File: src/rtl/serial_sub_ctrl_pkg.sv
// Shared definitions for the bit-serial arithmetic controllers: state encoding
// and the bit-counter width derivation.
`ifndef SERIAL_ARITH_DEFS
`define SERIAL_ARITH_DEFS
// Counter width for a WIDTH-bit serial op; a 1-bit op still needs one counter bit.
`define SERIAL_CNT_W(w) (((w) > 1) ? $clog2(w) : 1)
`endif

package serial_sub_ctrl_pkg;

    typedef enum logic [1:0] {
        S_IDLE = 2'd0,
        S_RUN  = 2'd1,
        S_DONE = 2'd2
    } serial_state_e;

endpackage

File: src/rtl/full_sub_cell.sv
// Combinational 1-bit full subtractor shared by the serial controller.
module full_sub_cell (
    input  logic a,
    input  logic b,
    input  logic bor_in,
    output logic diff,
    output logic bor_out
);

    assign diff    = a ^ b ^ bor_in;
    assign bor_out = (~a & b) | (~(a ^ b) & bor_in);

endmodule

File: src/rtl/serial_sub_ctrl.sv
// Bit-serial subtract controller: diff = a - b - bor_in, LSB first, one bit per
// clock through a single full_sub_cell, with a start/done handshake.
module serial_sub_ctrl
    import serial_sub_ctrl_pkg::*;
#(
    parameter int WIDTH = 8
) (
    input  logic             clk,
    input  logic             rst_n,
    input  logic             start,
    input  logic [WIDTH-1:0] a,
    input  logic [WIDTH-1:0] b,
    input  logic             bor_in,
    output logic             ready,
    output logic             busy,
    output logic             done,
    output logic [WIDTH-1:0] diff,
    output logic             bor_out
);

    localparam int CNT_W = `SERIAL_CNT_W(WIDTH);

    serial_state_e    state, state_nxt;
    logic [WIDTH-1:0] a_sh, b_sh, res_sh, res_nxt;
    logic [CNT_W-1:0] cnt;
    logic             borrow;
    logic             cell_d, cell_bo;
    logic             last_bit;

    full_sub_cell u_cell (
        .a       (a_sh[0]),
        .b       (b_sh[0]),
        .bor_in  (borrow),
        .diff    (cell_d),
        .bor_out (cell_bo)
    );

    assign last_bit = (cnt == CNT_W'(WIDTH - 1));
    // New bit enters at the MSB; after WIDTH shifts bit 0 lands at the LSB.
    assign res_nxt  = WIDTH'({cell_d, res_sh} >> 1);

    always_ff @(posedge clk or negedge rst_n) begin
        if (!rst_n) state <= S_IDLE;
        else        state <= state_nxt;
    end

    always_comb begin
        state_nxt = state;
        ready     = 1'b0;
        busy      = 1'b0;
        done      = 1'b0;
        case (state)
            S_IDLE: begin
                ready = 1'b1;
                if (start) state_nxt = S_RUN;
            end
            S_RUN: begin
                busy = 1'b1;
                if (last_bit) state_nxt = S_DONE;
            end
            S_DONE: begin
                done      = 1'b1;
                state_nxt = S_IDLE;
            end
            default: state_nxt = S_IDLE;
        endcase
    end

    always_ff @(posedge clk or negedge rst_n) begin
        if (!rst_n) begin
            a_sh    <= '0;
            b_sh    <= '0;
            res_sh  <= '0;
            borrow  <= 1'b0;
            cnt     <= '0;
            diff    <= '0;
            bor_out <= 1'b0;
        end else begin
            case (state)
                S_IDLE: begin
                    if (start) begin
                        a_sh   <= a;
                        b_sh   <= b;
                        borrow <= bor_in;
                        cnt    <= '0;
                    end
                end
                S_RUN: begin
                    a_sh   <= a_sh >> 1;
                    b_sh   <= b_sh >> 1;
                    res_sh <= res_nxt;
                    borrow <= cell_bo;
                    cnt    <= cnt + CNT_W'(1);
                    // Outputs change only here so partial results never show.
                    if (last_bit) begin
                        diff    <= res_nxt;
                        bor_out <= cell_bo;
                    end
                end
                default: ;
            endcase
        end
    end

endmodule

File: config.mk
export PLATFORM = sky130hd
export DESIGN_NAME = serial_sub_ctrl
export DESIGN_NICKNAME = d
export VERILOG_FILES = /design/src/rtl/serial_sub_ctrl_pkg.sv /design/src/rtl/full_sub_cell.sv /design/src/rtl/serial_sub_ctrl.sv
export SDC_FILE = /design/constraint.sdc
export NUM_CORES = 1
export LEC_CHECK = 0
export ABC_AREA = 1
export BUFFER_PORTS_ARGS = -buffer_cell sky130_fd_sc_hd__buf_4
export CORE_MARGIN = 5
export CORE_UTILIZATION = 50
export CTS_CLUSTER_SIZE = 28
export DETAILED_ROUTE_END_ITERATION = 10
export PLACE_DENSITY = 0.76
export SETUP_SLACK_MARGIN = 0.05
export SLEW_MARGIN = 20
export SYNTH_ARGS = -nofsm -noshare
export SYNTH_HDL_FRONTEND = slang
export SYNTH_SLANG_ARGS = --single-unit
export TNS_END_PERCENT = 100
File: constraint.sdc
create_clock -name clk -period 1.6 [get_ports clk]
set_input_delay 0.08 -clock clk [delete_from_list [all_inputs] [get_ports clk]]
set_output_delay 0.08 -clock clk [all_outputs]
set_load 0.05 [all_outputs]
==> Flow_metrics.wiki <==
{| class="wikitable"
! Metric !! Value
|-
| Residual overflow from global routing || 0
|-
| Area of the multi-input gates || 641 sq um
|-
| Critical path class || reg2out
|-
| Post-layout util || 63.5%
|-
| Highest achievable clock rate || 687 MHz
|-
| Count of final max-slew check failures || 0
|-
| Clock skew || 8.23 ps
|-
| Final Hold Fails || 0
|-
| Hold Path Cell Cnt || 5
|-
| Die extent in y || 70.1 microns
|-
| Initial core utilization || 52.8%
|-
| Detailed-route wire length || 3.35 mm
|-
| Net count after synthesis || 241
|-
| Worst min-delay path category || in2reg
|-
| DRC violation count after routing || 0
|-
| Worst skew pair latency || 340 ps
|-
| Number of placed cells counting well taps || 290
|-
| Worst setup EP type || output port
|-
| Number of vias per cell after detailed routing || 4.54
|-
| Ant. Diodes || 0
|-
| Leakage component of the power || 1.24 nW
|-
| Total number of H-tree levels || 2
|-
| Worst-case headroom to the max-slew limit || 68.2%
|-
| Portion of the post-synthesis area used by sequential elements || 52.7%
|-
| Register bit total from synthesis || 38
|-
| Number of nets still failing antenna checks after routing || 0
|-
| Num rows || 21
|-
| Number of DRC markers after the initial detailed-route iteration || 79
|-
| X dimension of the die || 70.1 microns
|-
| Top-Level Pins || 32
|-
| Commonest cells after routing, fill and taps aside || sky130_fd_sc_hd__nand2_1 (88), sky130_fd_sc_hd__inv_1 (37), sky130_fd_sc_hd__dfrtp_1 (37), sky130_fd_sc_hd__buf_4 (35), sky130_fd_sc_hd__nand3_1 (18)
|-
| Number of warnings issued by yosys || 0
|-
| Cell variety after synth || 19
|-
| Area occupied by registers || 952 sq um
|-
| Share of layout cells above drive strength 1 || 22.1%
|-
| Area growth from synthesis to layout || 20.3%
|-
| Share of the clock period used by the worst path after layout || 91.0%
|-
| CTS clock-pin slew for the worst setup and hold paths || 110 ps
|-
| Full die area || 0.00491 sq mm
|-
| Core area || 0.00342 sq mm
|-
| Cell count after synthesis || 218
|-
| Crit path required time || 1520 ps
|-
| RSZ-0062 raised after global routing || false
|-
| Weighted congestion reported at the end of routability-driven placement || 0.746
|-
| Max-cap violations || 0
|-
| Total via count in the routed design || 1381
|-
| Maximum number of pins on one net before global-route repair || 39
|-
| CTS Root Cell || sky130_fd_sc_hd__clkbuf_4
|-
| Total Negative Setup Slacks || 0 ps
|-
| Sink count of the clock tree || 38
|-
| Number of CTS-inserted buffers || 5
|-
| Final Total Pwr || 4.18 mW
|-
| Hpwl dp || 2.30 mm
|-
| Arrival time worst endpoint || 1380 ps
|-
| Final count of negative-setup-slack endpoints || 0
|-
| Mean cell area of the mapped netlist || 8.27 sq um
|-
| Largest fanout of any net on the critical path || 13
|-
| Most frequent standard cell in the layout excluding fill and tap cells || sky130_fd_sc_hd__nand2_1
|-
| Clock tree from TritonCTS || done
|-
| Worst reg-to-reg path cell count || 6
|-
| PwrDens || 1930 mW/mm^2
|-
| Nets || 280
|-
| Global-route usage over all layers || 15.1%
|-
| Mapped cell area || 0.00180 sq mm
|-
| Final-layout fill cell count || 308
|-
| Count of TritonRoute iterations in the first routing pass || 4
|-
| Critical path launch point type || flop
|-
| Number of buffers on the longest clock path || 2
|-
| Worst vdd ir || 1.23 mV
|-
| Min Clock Period, post-route || 1460 ps
|-
| Final Instance Count excl. Fillers || 304
|-
| Number of port buffers || 31
|-
| DR WL/cell || 11.0 microns
|-
| Outcome || finished, final reports clean
|-
| Number of global-route vias before repair || 1333
|-
| Transition time at the pin with the least slew margin || 477 ps
|-
| Antenna violations before repair || 0
|-
| Wire length of the first global-routing pass || 5.89 mm
|}
-- cells in the mapped netlist --
cell	n	area, sq um
sky130_fd_sc_hd__dfrtp_1	38	951
sky130_fd_sc_hd__clkbuf_1	1	3.75
sky130_fd_sc_hd__nand3_1	18	90.1
sky130_fd_sc_hd__buf_8	1	15.0
sky130_fd_sc_hd__inv_1	37	139
sky130_fd_sc_hd__o21ai_2	6	52.6
sky130_fd_sc_hd__buf_2	2	10.0
sky130_fd_sc_hd__nor2_1	3	11.3
sky130_fd_sc_hd__nor2_8	1	20.0
sky130_fd_sc_hd__fa_1	1	20.0
sky130_fd_sc_hd__buf_4	1	7.51
sky130_fd_sc_hd__inv_6	1	8.76
sky130_fd_sc_hd__ha_1	2	25.0
sky130_fd_sc_hd__a21oi_1	2	10.0
sky130_fd_sc_hd__o21ai_0	9	45.0
sky130_fd_sc_hd__inv_2	2	7.51
sky130_fd_sc_hd__nand2_4	3	33.8
sky130_fd_sc_hd__nand2_1	88	330
sky130_fd_sc_hd__buf_6	2	22.5
-- worst paths after layout --
check,from,end,slack (ps)
max in group asynchronous,rst_n,state[0]$_DFFE_PN0P_,1030
worst max register to register,cnt[0]$_DFFE_PN0P_,diff[5]$_DFFE_PN0P_,210
worst min register to register,diff[7]$_DFFE_PN0P_,diff[7]$_DFFE_PN0P_,490
min in group asynchronous,rst_n,a_sh[5]$_DFFE_PN0P_,220
worst min-delay path,b[4],b_sh[4]$_DFFE_PN0P_,40
worst max-delay path,state[0]$_DFFE_PN0P_,ready,140
-- power breakdown --
| part | internal [mW] | total, mW | switching, mW |
|---|---|---|---|
| logic | 0.706 | 2.03 | 1.32 |
| registers | 1.39 | 1.63 | 0.239 |
| clock network | 0.213 | 0.518 | 0.305 |
-- what timing repair did --
action	4_1_cts	5_1_grt
buffers inserted	0	2
setup endpoints to repair	1	2
hold endpoints to repair	40	0
hold buffers	4	0
resized for setup	1	0
-- critical path: stages (launching register included) --
cell and delay (ps):
sky130_fd_sc_hd__dfrtp_2 460, sky130_fd_sc_hd__buf_4 200, sky130_fd_sc_hd__nor2_2 150, sky130_fd_sc_hd__buf_4 220
-- logic make-up after synthesis --
logic type	after synthesis	share of synthesized area [%]
AO/OA/AOI/OAI	17	5.97
adder cells (fa/ha/maj)	3	2.50
buffers and inverters	47	11.9
flip-flops	38	52.7
AND/OR/NAND/NOR	113	26.9
-- state kept, by name, summed over array words and instances (netlist names) --
name	count
cnt	3
state	2
a_sh	8
diff	8
borrow	1
res_sh	7
bor_out	1
b_sh	8
-- area by class of cell --
| type | count | area share, % |
|---|---|---|
| inverter | 40 | 7.16 |
| multi-input combinational | 133 | 29.5 |
| sequential | 38 | 43.9 |
| clock buffer | 7 | 2.54 |
| timing repair buffer | 39 | 14.0 |
| clock inverter | 1 | 0.231 |
| tap | 46 | 2.65 |
-- layer usage --
metal | GRT usage [%] | wire length (microns)
met1 | 19.9 | 1620
met2 | 23.0 | 1520
met3 | 4.16 | 134
met4 | 7.02 | 67
met5 | 0 | 0
-- stage by stage --
step	area, sq um	hold WS, ps	worst slack (ps)
6_report	2170	39.3	144
5_1_grt	2170	46.6	85.8
4_1_cts	2150	29.2	58.9
3_5_place_dp	2050	71.7	229
3_3_place_gp	2050	71.6	235
2_1_floorplan	1810	-216	90.8
No activity file was read; power rests on OpenSTA's default activity.
